[src/rtl/xconf_bank_pkg.sv]
// Shared constants for the xconf_bank configuration block.
//   - Command offsets, relative to N_FIELDS in the control address map.
//   - Copy-FSM state encoding.
//   - STATUS read bit positions.
//   - Address-width helper.
package xconf_bank_pkg;

  localparam int unsigned CMD_CLEAR  = 0;
  localparam int unsigned CMD_COMMIT = 1;
  localparam int unsigned CMD_SAVE   = 2;
  localparam int unsigned CMD_LOAD   = 3;
  localparam int unsigned CMD_STATUS = 4;

  localparam logic [1:0] ST_IDLE = 2'd0;
  localparam logic [1:0] ST_SAVE = 2'd1;
  localparam logic [1:0] ST_LOAD = 2'd2;

  localparam int unsigned STAT_BUSY    = 0;
  localparam int unsigned STAT_PENDING = 1;

  // clog2 that never returns 0, so that single-entry ranges still get a 1-bit index.
  function automatic int unsigned clog2_min1(input int unsigned n);
    return (n > 1) ? $clog2(n) : 1;
  endfunction

endpackage

[src/rtl/xconf_bank_if.sv]
// Control-bus interface for xconf_bank.
//   ctr_valid/ctr_ready : request handshake, accepted when both are high.
//   ctr_we              : 1 = write, 0 = read.
//   ctr_addr            : field or command address.
//   ctr_data_in         : write data.
//   ctr_data_out        : registered read data.
interface xconf_bank_if
  import xconf_bank_pkg::*;
#(
  parameter int unsigned ADDR_W = 8,
  parameter int unsigned DATA_W = 32
);
  logic              ctr_valid;
  logic              ctr_ready;
  logic              ctr_we;
  logic [ADDR_W-1:0] ctr_addr;
  logic [DATA_W-1:0] ctr_data_in;
  logic [DATA_W-1:0] ctr_data_out;

  modport master (output ctr_valid, ctr_we, ctr_addr, ctr_data_in,
                  input  ctr_ready, ctr_data_out);
  modport slave  (input  ctr_valid, ctr_we, ctr_addr, ctr_data_in,
                  output ctr_ready, ctr_data_out);
endinterface

[src/rtl/xconf_slot_mem.sv]
// Context-slot storage: single-port synchronous RAM with 1-cycle read latency, no reset.
//   clk     : clock.
//   i_we    : write enable.
//   i_addr  : word address (read and write share it).
//   i_wdata : write data.
//   o_rdata : data at the address presented in the previous cycle.
module xconf_slot_mem #(
  parameter int unsigned DEPTH = 64,
  parameter int unsigned WIDTH = 16,
  parameter int unsigned AW    = 6
) (
  input  logic             clk,
  input  logic             i_we,
  input  logic [AW-1:0]    i_addr,
  input  logic [WIDTH-1:0] i_wdata,
  output logic [WIDTH-1:0] o_rdata
);
  logic [WIDTH-1:0] r_mem [DEPTH];
  logic [WIDTH-1:0] r_rdata;

  always_ff @(posedge clk) begin
    if (i_we) r_mem[i_addr] <= i_wdata;
    r_rdata <= r_mem[i_addr];
  end

  assign o_rdata = r_rdata;
endmodule

[src/rtl/xconf_bank.sv]
// Configuration bank: a shadow register written over the control bus, an active register
// that drives the datapath, deferred commit while the engine runs, and save/load of the
// whole shadow to on-chip context slots.
//   clk, rst       : clock, synchronous active-low reset.
//   bus            : control bus (slave side).
//   engine_busy    : datapath running; defers commits.
//   conf_out       : active config, field i at [(i+1)*FIELD_W-1 : i*FIELD_W].
//   conf_update    : one-cycle pulse after active was loaded.
//   commit_pending : a deferred commit is waiting.
module xconf_bank
  import xconf_bank_pkg::*;
#(
  parameter int unsigned N_FIELDS  = 16,
  parameter int unsigned FIELD_W   = 16,
  parameter int unsigned NUM_SLOTS = 4,
  parameter int unsigned ADDR_W    = 8,
  parameter int unsigned DATA_W    = 32
) (
  input  logic                        clk,
  input  logic                        rst,
  xconf_bank_if.slave                 bus,
  input  logic                        engine_busy,
  output logic [N_FIELDS*FIELD_W-1:0] conf_out,
  output logic                        conf_update,
  output logic                        commit_pending
);
  localparam int unsigned IDX_W  = clog2_min1(N_FIELDS);
  localparam int unsigned MEM_D  = NUM_SLOTS * N_FIELDS;
  localparam int unsigned MEM_AW = clog2_min1(MEM_D);

  logic [1:0]        r_state;
  logic [IDX_W-1:0]  r_idx;
  logic [MEM_AW-1:0] r_base;
  logic              r_issue_done;
  logic              r_rd_pend;
  logic [IDX_W-1:0]  r_rd_idx;
  logic              r_pending;
  logic              r_update;
  logic [DATA_W-1:0] r_rdata;
  logic [FIELD_W-1:0] r_shadow [N_FIELDS];
  logic [FIELD_W-1:0] r_active [N_FIELDS];

  logic              w_ready, w_accept, w_wr, w_rd, w_is_field;
  logic              w_commit, w_clear, w_save, w_load, w_slot_ok, w_apply;
  logic [IDX_W-1:0]  w_fidx;
  logic [MEM_AW-1:0] w_base;
  logic [DATA_W-1:0] w_rd_val;
  logic [MEM_AW-1:0] w_mem_addr;
  logic [FIELD_W-1:0] w_mem_rdata;

  always_comb begin
    w_ready    = (r_state == ST_IDLE);
    w_accept   = bus.ctr_valid & w_ready;
    w_wr       = w_accept & bus.ctr_we;
    w_rd       = w_accept & ~bus.ctr_we;
    w_is_field = (bus.ctr_addr < ADDR_W'(N_FIELDS));
    w_fidx     = IDX_W'(bus.ctr_addr);
    w_slot_ok  = (bus.ctr_data_in < DATA_W'(NUM_SLOTS));
    w_base     = MEM_AW'(bus.ctr_data_in * DATA_W'(N_FIELDS));
    w_clear    = w_wr & (bus.ctr_addr == ADDR_W'(N_FIELDS + CMD_CLEAR));
    w_commit   = w_wr & (bus.ctr_addr == ADDR_W'(N_FIELDS + CMD_COMMIT));
    w_save     = w_wr & (bus.ctr_addr == ADDR_W'(N_FIELDS + CMD_SAVE)) & w_slot_ok;
    w_load     = w_wr & (bus.ctr_addr == ADDR_W'(N_FIELDS + CMD_LOAD)) & w_slot_ok;
    // A fresh COMMIT and an already pending one collapse into one apply, hence one pulse.
    w_apply    = w_ready & ~engine_busy & (r_pending | w_commit);

    w_rd_val = '0;
    if (w_is_field) begin
      w_rd_val = DATA_W'(r_shadow[w_fidx]);
    end else if (bus.ctr_addr == ADDR_W'(N_FIELDS + CMD_STATUS)) begin
      w_rd_val[STAT_BUSY]    = (r_state != ST_IDLE);
      w_rd_val[STAT_PENDING] = r_pending;
    end

    w_mem_addr = r_base + MEM_AW'(r_idx);
  end

  xconf_slot_mem #(.DEPTH(MEM_D), .WIDTH(FIELD_W), .AW(MEM_AW)) u_mem (
    .clk     (clk),
    .i_we    (r_state == ST_SAVE),
    .i_addr  (w_mem_addr),
    .i_wdata (r_shadow[r_idx]),
    .o_rdata (w_mem_rdata)
  );

  always_ff @(posedge clk) begin
    if (!rst) begin
      r_state      <= ST_IDLE;
      r_idx        <= '0;
      r_base       <= '0;
      r_issue_done <= 1'b0;
      r_rd_pend    <= 1'b0;
      r_rd_idx     <= '0;
      r_pending    <= 1'b0;
      r_update     <= 1'b0;
      r_rdata      <= '0;
      r_shadow     <= '{default: '0};
      r_active     <= '{default: '0};
    end else begin
      r_update  <= w_apply;
      r_rd_pend <= 1'b0;
      if (w_apply) begin
        r_active  <= r_shadow;
        r_pending <= 1'b0;
      end else if (w_commit) begin
        r_pending <= 1'b1;
      end
      if (w_rd) r_rdata <= w_rd_val;

      case (r_state)
        ST_IDLE: begin
          if (w_wr & w_is_field) begin
            r_shadow[w_fidx] <= bus.ctr_data_in[FIELD_W-1:0];
          end else if (w_clear) begin
            r_shadow <= '{default: '0};
          end else if (w_save | w_load) begin
            r_state      <= w_save ? ST_SAVE : ST_LOAD;
            r_idx        <= '0;
            r_base       <= w_base;
            r_issue_done <= 1'b0;
          end
        end
        ST_SAVE: begin
          if (r_idx == IDX_W'(N_FIELDS - 1)) begin
            r_idx   <= '0;
            r_state <= ST_IDLE;
          end else begin
            r_idx <= r_idx + 1'b1;
          end
        end
        ST_LOAD: begin
          // Addresses are issued for N_FIELDS cycles; one extra cycle drains the last read.
          if (!r_issue_done) begin
            r_rd_pend <= 1'b1;
            r_rd_idx  <= r_idx;
            if (r_idx == IDX_W'(N_FIELDS - 1)) begin
              r_issue_done <= 1'b1;
              r_idx        <= '0;
            end else begin
              r_idx <= r_idx + 1'b1;
            end
          end else begin
            r_state <= ST_IDLE;
          end
        end
        default: r_state <= ST_IDLE;
      endcase

      if (r_rd_pend) r_shadow[r_rd_idx] <= w_mem_rdata;
    end
  end

  always_comb begin
    conf_out = '0;
    for (int unsigned i = 0; i < N_FIELDS; i++) begin
      conf_out[i*FIELD_W +: FIELD_W] = r_active[i];
    end
  end

  assign bus.ctr_ready    = w_ready;
  assign bus.ctr_data_out = r_rdata;
  assign conf_update      = r_update;
  assign commit_pending   = r_pending;
endmodule

[src/flat_wrapper.sv]
// flat-port wrapper written by rule: the top's interface ports become plain ports
module xconf_bank_flat import xconf_bank_pkg::*;
#(
  parameter int unsigned N_FIELDS  = 16,
  parameter int unsigned FIELD_W   = 16,
  parameter int unsigned NUM_SLOTS = 4,
  parameter int unsigned ADDR_W    = 8,
  parameter int unsigned DATA_W    = 32
)
  (clk, rst, engine_busy, conf_out, conf_update, commit_pending, bus_ctr_valid, bus_ctr_we, bus_ctr_addr, bus_ctr_data_in, bus_ctr_ready, bus_ctr_data_out);
  xconf_bank_if #(.ADDR_W(ADDR_W), .DATA_W(DATA_W)) bus_i ();
  input  logic clk;
  input  logic rst;
  input  logic engine_busy;
  output logic [N_FIELDS*FIELD_W-1:0] conf_out;
  output logic conf_update;
  output logic commit_pending;
  input wire logic [$bits(bus_i.ctr_valid)-1:0] bus_ctr_valid;
  input wire logic [$bits(bus_i.ctr_we)-1:0] bus_ctr_we;
  input wire logic [$bits(bus_i.ctr_addr)-1:0] bus_ctr_addr;
  input wire logic [$bits(bus_i.ctr_data_in)-1:0] bus_ctr_data_in;
  output wire logic [$bits(bus_i.ctr_ready)-1:0] bus_ctr_ready;
  output wire logic [$bits(bus_i.ctr_data_out)-1:0] bus_ctr_data_out;
  assign bus_i.ctr_valid = bus_ctr_valid;
  assign bus_i.ctr_we = bus_ctr_we;
  assign bus_i.ctr_addr = bus_ctr_addr;
  assign bus_i.ctr_data_in = bus_ctr_data_in;
  assign bus_ctr_ready = bus_i.ctr_ready;
  assign bus_ctr_data_out = bus_i.ctr_data_out;
  xconf_bank #(.N_FIELDS(N_FIELDS), .FIELD_W(FIELD_W), .NUM_SLOTS(NUM_SLOTS), .ADDR_W(ADDR_W), .DATA_W(DATA_W)) u_core (.clk(clk), .rst(rst), .bus(bus_i), .engine_busy(engine_busy), .conf_out(conf_out), .conf_update(conf_update), .commit_pending(commit_pending));
endmodule
[config.mk]
export PLATFORM = sky130hd
export DESIGN_NAME = xconf_bank_flat
export DESIGN_NICKNAME = d
export VERILOG_FILES = /design/src/rtl/xconf_bank_pkg.sv /design/src/rtl/xconf_bank_if.sv /design/src/rtl/xconf_slot_mem.sv /design/src/rtl/xconf_bank.sv /design/src/flat_wrapper.sv
export SDC_FILE = /design/constraint.sdc
export NUM_CORES = 2
export LEC_CHECK = 0
export CORE_MARGIN = 4
export CORE_UTILIZATION = 45
export CTS_BUF_LIST = sky130_fd_sc_hd__clkbuf_16
export DETAILED_ROUTE_END_ITERATION = 10
export PLACE_DENSITY = 0.62
export REMOVE_ABC_BUFFERS = 1
export SLEW_MARGIN = 20
export SYNTH_ARGS = -nofsm -noshare
export SYNTH_HDL_FRONTEND = slang
export SYNTH_SLANG_ARGS = --single-unit
[constraint.sdc]
create_clock -name clk -period 5.6 [get_ports clk]
set_input_delay 1.4 -clock clk [delete_from_list [all_inputs] [get_ports clk]]
set_output_delay 1.4 -clock clk [all_outputs]
set_load 0.02 [all_outputs]
## Word level (Yosys, flattened, before mapping)

Memories as Yosys holds them, arrays and structs flattened. A register that Yosys moved wholly into a read port is not among the register bits.
Index checks and enable logic that the tools add are counted.

| word-level totals | value |
|---|---|
| logic and storage cells | 143 |
| register bits after elaboration | 560 |
| memories | 1 |
| input bits | 45 |
| latch bits | 0 |
| memory bits (read-only) | 0 |
| output and inout port bits | 291 |
| memory bits (writable) | 1024 |

Memories:

| memory | depth | width | rd ports | clocked after memory_dff | wr ports | line | RTL |
|---|---|---|---|---|---|---|---|
| u_core.u_mem.r_mem | 64 | 16 | 1 | 1 | 1 | xconf_slot_mem.sv:18 | `logic [WIDTH-1:0] r_mem [DEPTH];` |

| operators by class | value |
|---|---|
| mux-type cells | 42 |
| reduce and logical (&&, ||, !) cells | 13 |
| $add $sub $neg | 2 |
| shifts and indexed selects | 0 |
| magnitude comparators | 7 |
| $mul | 0 |
| divide/modulo/power cells | 0 |
| bitwise gates (word level) | 23 |
| eq/ne operators | 14 |

Operators with widths:

| cell | count |
|---|---|
| 256-bit two-way mux | 5 |
| 256-bit bitwise mux | 2 |
| 16-bit binary-select mux with 4-bit select | 2 |
| 16-bit demux with 4-bit select | 2 |
| 16-bit two-way mux | 6 |
| 8-bit by 5-bit equality test with 1-bit output (second input constant) | 5 |
| 32-bit by 3-bit < comparator with 1-bit output (second input constant) | 1 |
| 4-bit two-way mux | 5 |
| 2-bit two-way mux | 8 |
| 5-bit greater-or-equal comparator (second input constant) | 3 |
| 4-bit NOT with 5-bit output | 3 |
| 14-bit two-way mux | 1 |
| 1-bit AND | 12 |
| 4-bit case mux with 3 select lines | 1 |
| 5-bit by 1-bit < comparator with 1-bit output (second input constant) | 2 |
| 5-bit AND reduction | 2 |
| 8-bit by 5-bit < comparator with 1-bit output (second input constant) | 1 |
| 1-bit two-way mux | 8 |
| 4-bit AND reduction | 2 |
| 6-bit by 4-bit adder with 6-bit output | 1 |
| 2-bit by 1-bit inequality test with 1-bit output (second input constant) | 3 |
| 2-bit inequality test (second input constant) | 3 |
| 1-bit NOT | 6 |
| 2-bit case mux with 3 select lines | 1 |
| other kinds (12) | 16 |

## Depth between registers and ports, before layout

| depth | value |
|---|---|
| depth after elaboration | 11 |
| mapped depth | 11 |
| gate-level depth less buffers | 8 |

## Cells and area by module

Synthesis repeated with hierarchy kept, for this count alone.

| unflattened totals | value |
|---|---|
| cell total of the unflattened synthesis | 5079 |
| area total of the unflattened synthesis | 65422.7 µm² |

By module, submodules not included:

| module | sequential area each (µm²) | cells an instance | area an instance (µm²) | times used |
|---|---|---|---|---|
| xconf_slot_mem | 31069.8 | 2264 | 39480.4 | 1 |
| xconf_bank | 10890.4 | 2815 | 25942.4 | 1 |

## Worst setup path after synthesis

Ideal clock, no wire load.

| timing path | value |
|---|---|
| path kind | flip-flop to flip-flop |
| start | reg u_core.r_idx[0] |
| end | mem u_core.u_mem.r_mem[0][10], data pin |
| library setup time | 0.767 ns |
| buffers on the path | 4 |
| cell stages (with the launch flop) | 10 |
| data required time | 4.833 ns |
| slack | 0.357 ns |
| arrival | 4.475 ns |
| clock period less this slack | 5.243 ns |
| cells stage by stage | dfxtp_1 -> buf_2 -> buf_4 -> nor2b_1 -> buf_2 -> buf_2 -> a21oi_1 -> o211ai_1 -> a21oi_1 -> a311oi_1 |

| on the way | value |
|---|---|
| longest elaborated chain between the ends | 4 |

Ends and longest elaborated chain:

| item | line | RTL |
|---|---|---|
| start, declared | xconf_bank.sv:32 | `logic [IDX_W-1:0] r_idx;` |
| start signal, assigned | xconf_bank.sv:128 | `r_idx <= r_idx + 1'b1;` |
| start signal, assigned | xconf_bank.sv:140 | `r_idx <= r_idx + 1'b1;` |
| 4-bit NOT with 5-bit output (implied by the code) | xconf_bank.sv:82 | `.i_wdata (r_shadow[r_idx]),` |
| 16-bit binary-select mux with 4-bit select | xconf_bank.sv:82 |  |
| 16-bit two-way mux (implied by the code) (2 in series) | xconf_bank.sv:82 |  |
| named net u_core.u_mem.i_wdata[10] | xconf_slot_mem.sv:15 | `input logic [WIDTH-1:0] i_wdata,` |
| end, declared | xconf_slot_mem.sv:18 |  |

The timed path passes the listed nets, and every way through them passes these cells. The select of a mux whose other input is x is not followed.

## Worst setup path in the final report

| timing path | value |
|---|---|
| start | reg u_core.r_idx[1] |
| end | mem u_core.u_mem.r_mem[2][4], enable pin |

| on the way | value |
|---|---|
| longest elaborated chain between the ends | 1 |

Ends and longest elaborated chain:

| item | line | RTL |
|---|---|---|
| 6-bit by 4-bit adder with 6-bit output | xconf_bank.sv:75 | `w_mem_addr = r_base + MEM_AW'(r_idx);` |

Every way passes these cells.

==> results.yml <==
outcome:
  status: "complete, no violations"
global_route:
  grt_pass1_vias: 45800
  grt_pass1_wl_um: 342000
  overflow: 0
  grt_usage_pct: 30.9
  grt_max_degree: 113
  antenna_found_initial: 9
timing:
  worst_slew_pin_slew_ns: 1.23
  rsz0062_at_grt: "false"
  timing.slew.headroom_pct: 17.2
  setup_viol: 0
  finalHoldViolations: 0
  skew_ns: 0.0353
  report.final.slew_viol_count: 0
  fin_crit_ns: 4.45
  fin_crit_sh_pct: 79.5
  max_freq_ghz: 0.225
  fin_setup_tns_ns: 0
finish:
  fin_nets: 5458
  seq_area_mm2: 0.0420
  multiInputGateArea_mm2: 0.0215
  nFillCells: 12200
  area_growth_pct: 16.8
  final_common_cell: "edfxtp_1"
  mostFrequentLayoutCells: "1024 x edfxtp_1, 619 x nand2_1, 556 x dfxtp_1"
  drive_gt1_share_pct: 14.6
synthesis:
  yosys-top-cells-area: "edfxtp_1 47%, dfxtp_1 17%, mux4_2 5.5%, nand2_1 3.6%, a22oi_1 2.9%"
  synth_edf_count: 1024
  syn-cell-area_mm2: 0.0654
  postSynthCellCount: 5144
  yosys_warnings: 0
  ys_ff_latch: 1584
  yosys.area.top_type: "edfxtp_1"
  synth_ff_type: "edfxtp_1"
  ys_types: 76
  synth_top_area_share_pct: 47.0
  yosysSeqAreaShare_pct: 64.2
  synthArstFlopShare_pct: 0
  avgSynthCellArea_um2: 12.7
clocking:
  root_buffer: "clkbuf_16"
  cts_tree: "done"
  clock_sinks: 1584
  cts.repair.resized: 0
  cts_max_level: 4
  clk_pin_slew_ns: 0.06
  numCtsBuffers: 164
  cts_hold_buf: 0
  clk_latency_ns: 0.80
  cts_setup_buffers: 0
  cts_max_path_buffers: 3
setup_path:
  critical_path_class: "reg2reg"
  path_buf_inv: 1
  cp.required_ns: 6.06
  crit_family: "simple AND/OR/NAND/NOR gates"
  endpoint_kind: "register"
  slowest_stage: "nor2_2"
  worstPathMaxFanout: 39
  start_kind: "register"
  worstPathArrival_ns: 4.91
  cpPeakStageDelay_ns: 1.12
  path_cells: "nand2b_1 -> nor2_2 -> nand2_1 -> nor2_1 -> buf_4"
pwr:
  switching_share_pct: 21.0
  vdd_ir_drop_max_uv: 339
  p_comb_share_pct: 1.3
  pwr-share-seq_pct: 53.3
  p_clk_share_pct: 45.4
  power_density_mw_per_mm2: 302
  power.switching_mw: 4.84
  p_leak_nw: 24.3
  p_total_mw: 23.1
  internal-power_mw: 18.2
place:
  gp_congestion: 0.963
  io_buffers: 319
  dp_hpwl_um: 154000
drt:
  viasPerCell: 6.57
  drt_pass1_iterations: 6
  totalWireLength_um: 241000
  avgRoutedWirePerCell_um: 32.4
  drcViolationCount: 0
  ant_nets: 0
  num_vias: 49000
  first_iter_violations: 7377
floorplanning:
  start_util_pct: 45.4
  dieArea_mm2: 0.151
  die_width_um: 389
  ios: 336
  core_area_mm2: 0.144
  die_h_um: 389
  rows: 139
min_path:
  hold_path.class: "reg2reg"
flow_run:
  maxCapViolCount: 0
## Yosys cell counts, types with 4 or more instances
master,count
nor3b_1,4
nand3b_1,4
a222oi_1,13
a211oi_1,220
nor3_1,72
o21ai_0,73
mux4_2,161
or3_1,5
or4_1,5
o22ai_1,41
buf_6,5
o221ai_1,7
o2bb2ai_1,5
nand3_1,40
a22o_1,38
edfxtp_1,1024
nor2b_1,15
o22a_1,9
a32o_1,16
a21oi_1,368
buf_4,46
nor3_2,4
nand4_1,9
ha_1,5
nor2_1,442
buf_2,176
o211ai_1,12
and3_1,13
a31oi_1,21
clkbuf_1,218
nand2_1,621
a221o_1,27
a32oi_1,69
a221oi_1,146
inv_1,4
nor4_1,10
mux2i_1,139
dfxtp_1,560
nand2b_1,9
and2_1,27
and3b_1,5
a22oi_1,256
o21ai_1,13
buf_1,47
mux2_2,96
## path summary, 6_finish.rpt
| check | slack [ns] | cells after the start | to | from |
|---|---|---|---|---|
| worst max-delay path | 1.15 | 5 | u_core.u_mem.r_mem[2][4] | u_core.r_idx[1] |
| worst min-delay path | 0.45 | 2 | u_core.conf_out[165] | u_core.conf_out[165] |
| worst max register to register | 1.15 | 5 | u_core.u_mem.r_mem[2][4] | u_core.r_idx[1] |
| worst min register to register | 0.45 | 2 | u_core.conf_out[165] | u_core.conf_out[165] |
## sequential cells by signal, indices dropped and copies added (netlist names)
signal	cells
u_core.u_mem.o_rdata	16
u_core.r_state	2
u_core.r_issue_done	1
u_core.r_base	2
u_core.conf_update	1
u_core.bus.ctr_data_out	16
u_core.r_idx	4
u_core.conf_out	256
u_core.r_shadow	256
u_core.commit_pending	1
u_core.u_mem.r_mem	1024
u_core.r_rd_pend	1
u_core.r_rd_idx	4
## kinds of logic after synthesis
logic type	Yosys count	synth area share, %
DFF	1584	64.2
adders and majority gates	5	0.0957
other	1	0.00574
muxes	396	9.33
buffers and inverters	501	3.54
AOI/OAI and AO/OA	1355	14.5
xor gates and xnor gates	1	0.0134
and+or+nand+nor	1301	8.33
## metrics by stage
stage	setup WS, ns	std cells	area, um2	util (%)	hold slack (ns)
floorplan	-7.97	4666	63100	-	0.451
global placement	1.07	7145	71200	49.5	0.443
detailed placement	1.09	7145	71200	49.5	0.446
CTS	1.28	7442	76300	53.0	0.454
global route	1.16	7444	76300	53.0	0.473
finish	1.15	7448	76300	53.0	0.452
## area by class of cell
cell class	instances	area share [%]
Antenna cell	6	0.0197
Sequential cell	1584	55.0
Inverter	8	0.0524
Clock buffer	166	5.44
Timing Repair Buffer	576	7.02
Tap cell	1903	3.12
Clock inverter	131	1.21
Multi-Input combinational cell	3074	28.2
## metal layers
layer | up-vias | part of all wire [%] | track usage [%] | wire length [um]
met5 | - | 0 | 0 | 0
met4 | 0 | 5.9 | 15.6 | 14300
met3 | 715 | 12 | 7.72 | 28900
met2 | 3486 | 44 | 46.8 | 107000
met1 | 24500 | 38 | 41.5 | 91100
li1 | 20300 | - | - | -
## worst min-delay path, stage by stage, from the launching register on
cell and delay [ns]:
dfxtp_1 0.31, nand2_1 0.05, a21oi_1 0.05
## power groups by stage
| stage | registers, mW | clock network (mW) | logic, mW |
|---|---|---|---|
| 3_5_place_dp | 12.5 | 0 | 0.298 |
| 2_1_floorplan | 12.5 | 0 | 0.113 |
| 5_1_grt | 12.3 | 11.0 | 0.317 |
| 3_3_place_gp | 12.5 | 0 | 0.298 |
| 4_1_cts | 12.3 | 10.5 | 0.299 |
| 6_report | 12.3 | 10.5 | 0.310 |
Note: power is estimated with default switching activity, not from simulation.
